===== src/rtl/pdm_transmisor.sv =====
// rtl/pdm_transmisor.sv - first-order sigma-delta PCM to PDM transmitter with 1-entry sample buffer
module pdm_transmisor #(
   parameter int W   = 8,
   parameter int DIV = 4,
   parameter int OSR = 8
) (
   input  logic         clk,
   input  logic         reset,
   input  logic         en,
   input  logic [W-1:0] s_data,
   input  logic         s_valid,
   output logic         s_ready,
   output logic         pdm_clk,
   output logic         pdm_out,
   output logic         busy,
   output logic         underrun
);

   localparam int DW = (DIV > 2) ? $clog2(DIV) : 1;
   localparam int BW = (OSR > 2) ? $clog2(OSR) : 1;

   typedef enum logic {
      IDLE = 1'b0,
      RUN  = 1'b1
   } state_t;

   state_t        state_q;
   logic [W-1:0]  buf_q;
   logic          full_q;
   logic [W-1:0]  cur_q;
   logic [W-1:0]  acc_q;
   logic [DW-1:0] div_q;
   logic [BW-1:0] bit_q;
   logic          pdm_clk_q;
   logic          pdm_out_q;
   logic          busy_q;
   logic          underrun_q;
   logic          s_ready_q;

   logic          bit_tick;
   logic          boundary;
   logic          accept;
   logic          drain;
   logic          full_d;
   logic [DW-1:0] div_d;
   logic [BW-1:0] bit_d;
   logic [W:0]    sum;

   // Tick/boundary decode, buffer occupancy and the W+1 bit modulator sum
   always_comb begin
      bit_tick = (state_q == RUN) && (div_q == DW'(DIV - 1));
      boundary = bit_tick && (bit_q == BW'(OSR - 1));
      accept   = s_valid && s_ready_q;
      // The buffer drains either on RUN entry or at a sample boundary that stays in RUN;
      // it can never also be accepting because that needs it empty.
      drain    = full_q && en && ((state_q == IDLE) || boundary);
      if (accept) begin
         full_d = 1'b1;
      end else if (drain) begin
         full_d = 1'b0;
      end else begin
         full_d = full_q;
      end
      div_d = bit_tick ? '0 : div_q + DW'(1);
      bit_d = boundary ? '0 : bit_q + BW'(1);
      sum   = {1'b0, acc_q} + {1'b0, cur_q};
   end

   // Sample buffer, IDLE/RUN sequencer, divider, bit counter and modulator state
   always_ff @(posedge clk or negedge reset) begin
      if (!reset) begin
         state_q    <= IDLE;
         buf_q      <= '0;
         full_q     <= 1'b0;
         cur_q      <= '0;
         acc_q      <= '0;
         div_q      <= '0;
         bit_q      <= '0;
         pdm_clk_q  <= 1'b0;
         pdm_out_q  <= 1'b0;
         busy_q     <= 1'b0;
         underrun_q <= 1'b0;
         s_ready_q  <= 1'b1;
      end else begin
         underrun_q <= 1'b0;
         if (accept) begin
            buf_q <= s_data;
         end
         full_q    <= full_d;
         s_ready_q <= ~full_d;

         case (state_q)
            IDLE: begin
               div_q     <= '0;
               bit_q     <= '0;
               acc_q     <= '0;
               pdm_out_q <= 1'b0;
               pdm_clk_q <= 1'b0;
               busy_q    <= 1'b0;
               if (en && full_q) begin
                  state_q   <= RUN;
                  cur_q     <= buf_q;
                  busy_q    <= 1'b1;
                  // Divider restarts at 0, which is the high half of pdm_clk.
                  pdm_clk_q <= 1'b1;
               end
            end
            RUN: begin
               div_q     <= div_d;
               pdm_clk_q <= (div_d < DW'(DIV / 2));
               if (bit_tick) begin
                  // New bit and the pdm_clk rising edge land on the same clk edge.
                  acc_q     <= sum[W-1:0];
                  pdm_out_q <= sum[W];
                  bit_q     <= bit_d;
                  if (boundary) begin
                     if (!en) begin
                        // Stop only after the full OSR-bit period; the buffer is left alone.
                        state_q   <= IDLE;
                        acc_q     <= '0;
                        div_q     <= '0;
                        bit_q     <= '0;
                        busy_q    <= 1'b0;
                        pdm_clk_q <= 1'b0;
                        pdm_out_q <= 1'b0;
                     end else if (full_q) begin
                        // acc deliberately carries across sample loads.
                        cur_q <= buf_q;
                     end else begin
                        underrun_q <= 1'b1;
                     end
                  end
               end
            end
            default: begin
               state_q <= IDLE;
            end
         endcase
      end
   end

   assign s_ready  = s_ready_q;
   assign pdm_clk  = pdm_clk_q;
   assign pdm_out  = pdm_out_q;
   assign busy     = busy_q;
   assign underrun = underrun_q;

endmodule


===== config.mk =====
export PLATFORM = sky130hd
export DESIGN_NAME = pdm_transmisor
export DESIGN_NICKNAME = d
export VERILOG_FILES = /design/src/rtl/pdm_transmisor.sv
export SDC_FILE = /design/constraint.sdc
export NUM_CORES = 1
export LEC_CHECK = 0
export ABC_AREA = 1
export CORE_ASPECT_RATIO = 1.5
export CORE_MARGIN = 10
export CORE_UTILIZATION = 40
export DETAILED_ROUTE_END_ITERATION = 16
export GPL_ROUTABILITY_DRIVEN = 0
export PLACE_DENSITY = 0.67
export SYNTH_ARGS = -nofsm -noshare
export SYNTH_HDL_FRONTEND = slang
export SYNTH_SLANG_ARGS = --single-unit

===== constraint.sdc =====
create_clock -name clk -period 1.4 [get_ports clk]
set_input_delay 0.14 -clock clk [delete_from_list [all_inputs] [get_ports clk]]
set_output_delay 0.14 -clock clk [all_outputs]
set_load 0.005 [all_outputs]

==> run_results.csv <==
group,metric,value,unit
worst_setup_path,cp_slowest_cell,"dfrtp_1",
worst_setup_path,r2r_end,"pdm_out",
yosys,synth.net_count,209,
sta,timing_max_transition_violations_final,0,
worst_setup_path,r2r-start,"acc_q[0]",
global_route,grt_max_degree,37,
floorplan,num_rows,29,
power_and_ir_drop,p_int,3.20,mW
drt,wl_per_cell,12.8,µm
clocking,htreeDepth,2,
sta,slew_headroom,80.4,%
yosys,syn_inst,185,
sta,fmax,675,MHz
worst_setup_path,cp.arrival,1.66,ns
drt,drc,0,
global_route,grt_pass1_wl,5550,µm
floorplan,start_util,40.8,%
outcome,status,"finished, violations left",
power_and_ir_drop,swShare,37.4,%
layout,antennaDiodeCount,0,
global_route,grt_pass1_vias,1343,
worst_setup_path,crit_path_end_kind,"flop",
clocking,worstSkewPairLatency,0.28,ns
layout,nets,242,
sta,fin_crit_sh,106,%
power_and_ir_drop,power_density,2200,nW/µm²
layout,area_growth,34.8,%
drt,antenna_left,0,
hold_path,hp-class,"in -> async",
layout,design_area,2320,µm²
layout,final_cell_mix,"48 x nand2_1, 35 x dfrtp_1, 19 x inv_1, 15 x clkdlybuf4s50_1, 11 x nand3_1",
worst_setup_path,path_delay_family,"adder cells",
clocking,clock_sink_count,36,
worst_setup_path,cp_num_buf_inv,0,
drt,via_per_inst,5.03,
layout,final_common_cell,"nand2_1",
worst_setup_path,cp_data_required_time,1.58,ns
sta,setup_viol,3,
drt,wirelength,3380,µm
clocking,cts_buffer_depth,2,
yosys,synth.area.top_cells,"dfrtp_1 51%, nand2_1 12%, ha_1 8.0%",
placed_design,hpwl,2370,µm
worst_setup_path,cp_slowest_stage_delay,0.38,ns
sta,hold_violations,0,
power_and_ir_drop,p_sw,1.91,mW
worst_setup_path,rr_worst_depth,8,
outcome,violations,"setup timing",
clocking,cts_tree,"yes",
power_and_ir_drop,clock_power_share,14.7,%
clocking,cts.hold.buffers_added,0,
global_route,antenna_found_initial,0,
sta,worst_slack,-0.0824,ns
yosys,ys_types,25,
yosys,seq_area_frac_synth,52.5,%
worst_setup_path,startpoint_type,"flop",
clocking,path_clk_slew,0.07,ns
worst_setup_path,path_cells,"ha_2, fa_2, nand2_2, nand2_2, nand3_2, nor2_1, o21ai_1, nand2_1",
floorplan,die_w,73.5,µm
power_and_ir_drop,ir_drop,0.00125,V
yosys,avgSynthCellArea,9.29,µm²
yosys,ys.warnings.count,0,
floorplan,dieArea,7370,µm²
run,maxCapViolCount,0,
sta,post-route-min-period,1.48,ns
floorplan,die_y,100,µm
drt,via_count,1333,
worst_setup_path,critical_path_class,"reg -> reg",
power_and_ir_drop,seqPwrFrac,36.5,%
global_route,grt_usage,9.24,%
placed_design,io_buffers,16,
floorplan,coreArea,4210,µm²
placed_design,place_area,2040,µm²
drt,firstDrtPassIters,4,
yosys,ys.flop_type,"dfrtp_1",
sta,clock-skew-final,0.00680,ns
layout,layout-drive-gt1-share,27.4,%
clocking,cts_buffers,5,
yosys,synth_area,1720,µm²
worst_setup_path,critPathMaxFanout,3,
sta,rsz0062_at_grt,"true",
power_and_ir_drop,leakagePower,1.16,nW
yosys,ys_async_sr_fraction,100,%
global_route,grt_overflow,0,
layout,final_core_util,55.1,%
power_and_ir_drop,combPwrFrac,48.8,%
clocking,clockRootBuffer,"clkbuf_8",
yosys,netlist.area_leader.share,50.9,%
drt,drt_iter0_drc,25,
floorplan,ioPinCount,17,
worst_setup_path,path_common_cell,"nand2_2",
sta,worstMarginPinSlew,0.293,ns
yosys,yosys.area.top_type,"dfrtp_1",
yosys,synth-edff-count,0,
yosys,yosys_register_bits,36,
worst_setup_path,reg2reg_slack,-0.08,ns
[synthesized netlist by cell type (2+ instances only)]
master	number
nand2_1	57
dfrtp_1	35
inv_1	19
nand3_1	13
ha_1	11
a21oi_1	8
nor2_1	8
o21ai_0	7
mux2_2	6
a22o_1	3
buf_2	2
nand2_2	2
o21ai_2	2
[metal layers]
metal	GRT usage, %	share of wire, %
met3	1.78	1.7
met4	4.75	2.1
met1	9.76	43
met2	16.5	53
met5	0	0
[worst max-delay path by stage]
stage             start  endpoint  cells past startpoint
5_1_grt        acc_q[0]   pdm_out                      8
6_report       acc_q[0]   pdm_out                      8
3_5_place_dp   cur_q[0]  acc_q[4]                      7
4_1_cts        cur_q[0]  acc_q[6]                      8
3_3_place_gp   cur_q[0]   pdm_out                      8
2_1_floorplan  cur_q[0]  acc_q[4]                      7
[flip-flops by register name, indices dropped and copies added (netlist names)]
register / cells
acc_q: 8
bit_q: 3
buf_q: 8
busy: 1
cur_q: 8
div_q: 2
full_q: 1
pdm_clk: 1
pdm_out: 1
s_ready: 1
state_q: 1
underrun: 1
[cell type report]
class,instances,area (µm²)
timing repair buffer,29,293
clock buffer,8,90.1
tap,46,57.6
sequential,36,902
fill,385,1890
multi-input combinational,126,900
inverter,20,75.1
[logic make-up (layout without fill, tap and decap cells)]
group | after synthesis | count (layout) | synth area share [%]
compound gates | 24 | 24 | 8.52
fa+ha+maj | 12 | 12 | 9.17
buf+inv | 23 | 57 | 5.60
flops | 36 | 36 | 52.5
mux | 6 | 6 | 3.93
xor+xnor | 1 | 1 | 0.510
simple gates | 83 | 83 | 19.8
[what timing repair did]
action / in CTS / in global routing
pin swaps: 1 / 10
resized for setup: 6 / 31
setup endpoints to repair: 15 / 19
buffers inserted: 0 / 1
[power by group through the flow]
stage / clock network [mW] / logic [mW] / registers (mW)
finish: 0.751 / 2.49 / 1.86
global route: 0.802 / 2.82 / 1.91
CTS: 0.769 / 2.06 / 1.79
detailed placement: 0 / 2.01 / 1.79
global placement: 0 / 1.96 / 1.77
floorplan: 0 / 1.38 / 1.73
[per-stage QoR]
stage                     setup TNS [ns]  hold WS (ns)  power, mW  instances  setup WS (ns)
final                             -0.227         0.228       5.11        265        -0.0824
after global routing              -0.648         0.251       5.54        265         -0.184
after CTS                         -0.245         0.234       4.62        264        -0.0925
after detailed placement          -0.388         0.431       3.80        256         -0.107
after global placement            -0.174         0.422       3.73        256        -0.0629
after floorplan                  -0.0115        -0.156       3.11        185        -0.0115
Power figures use the tool's default switching activity.
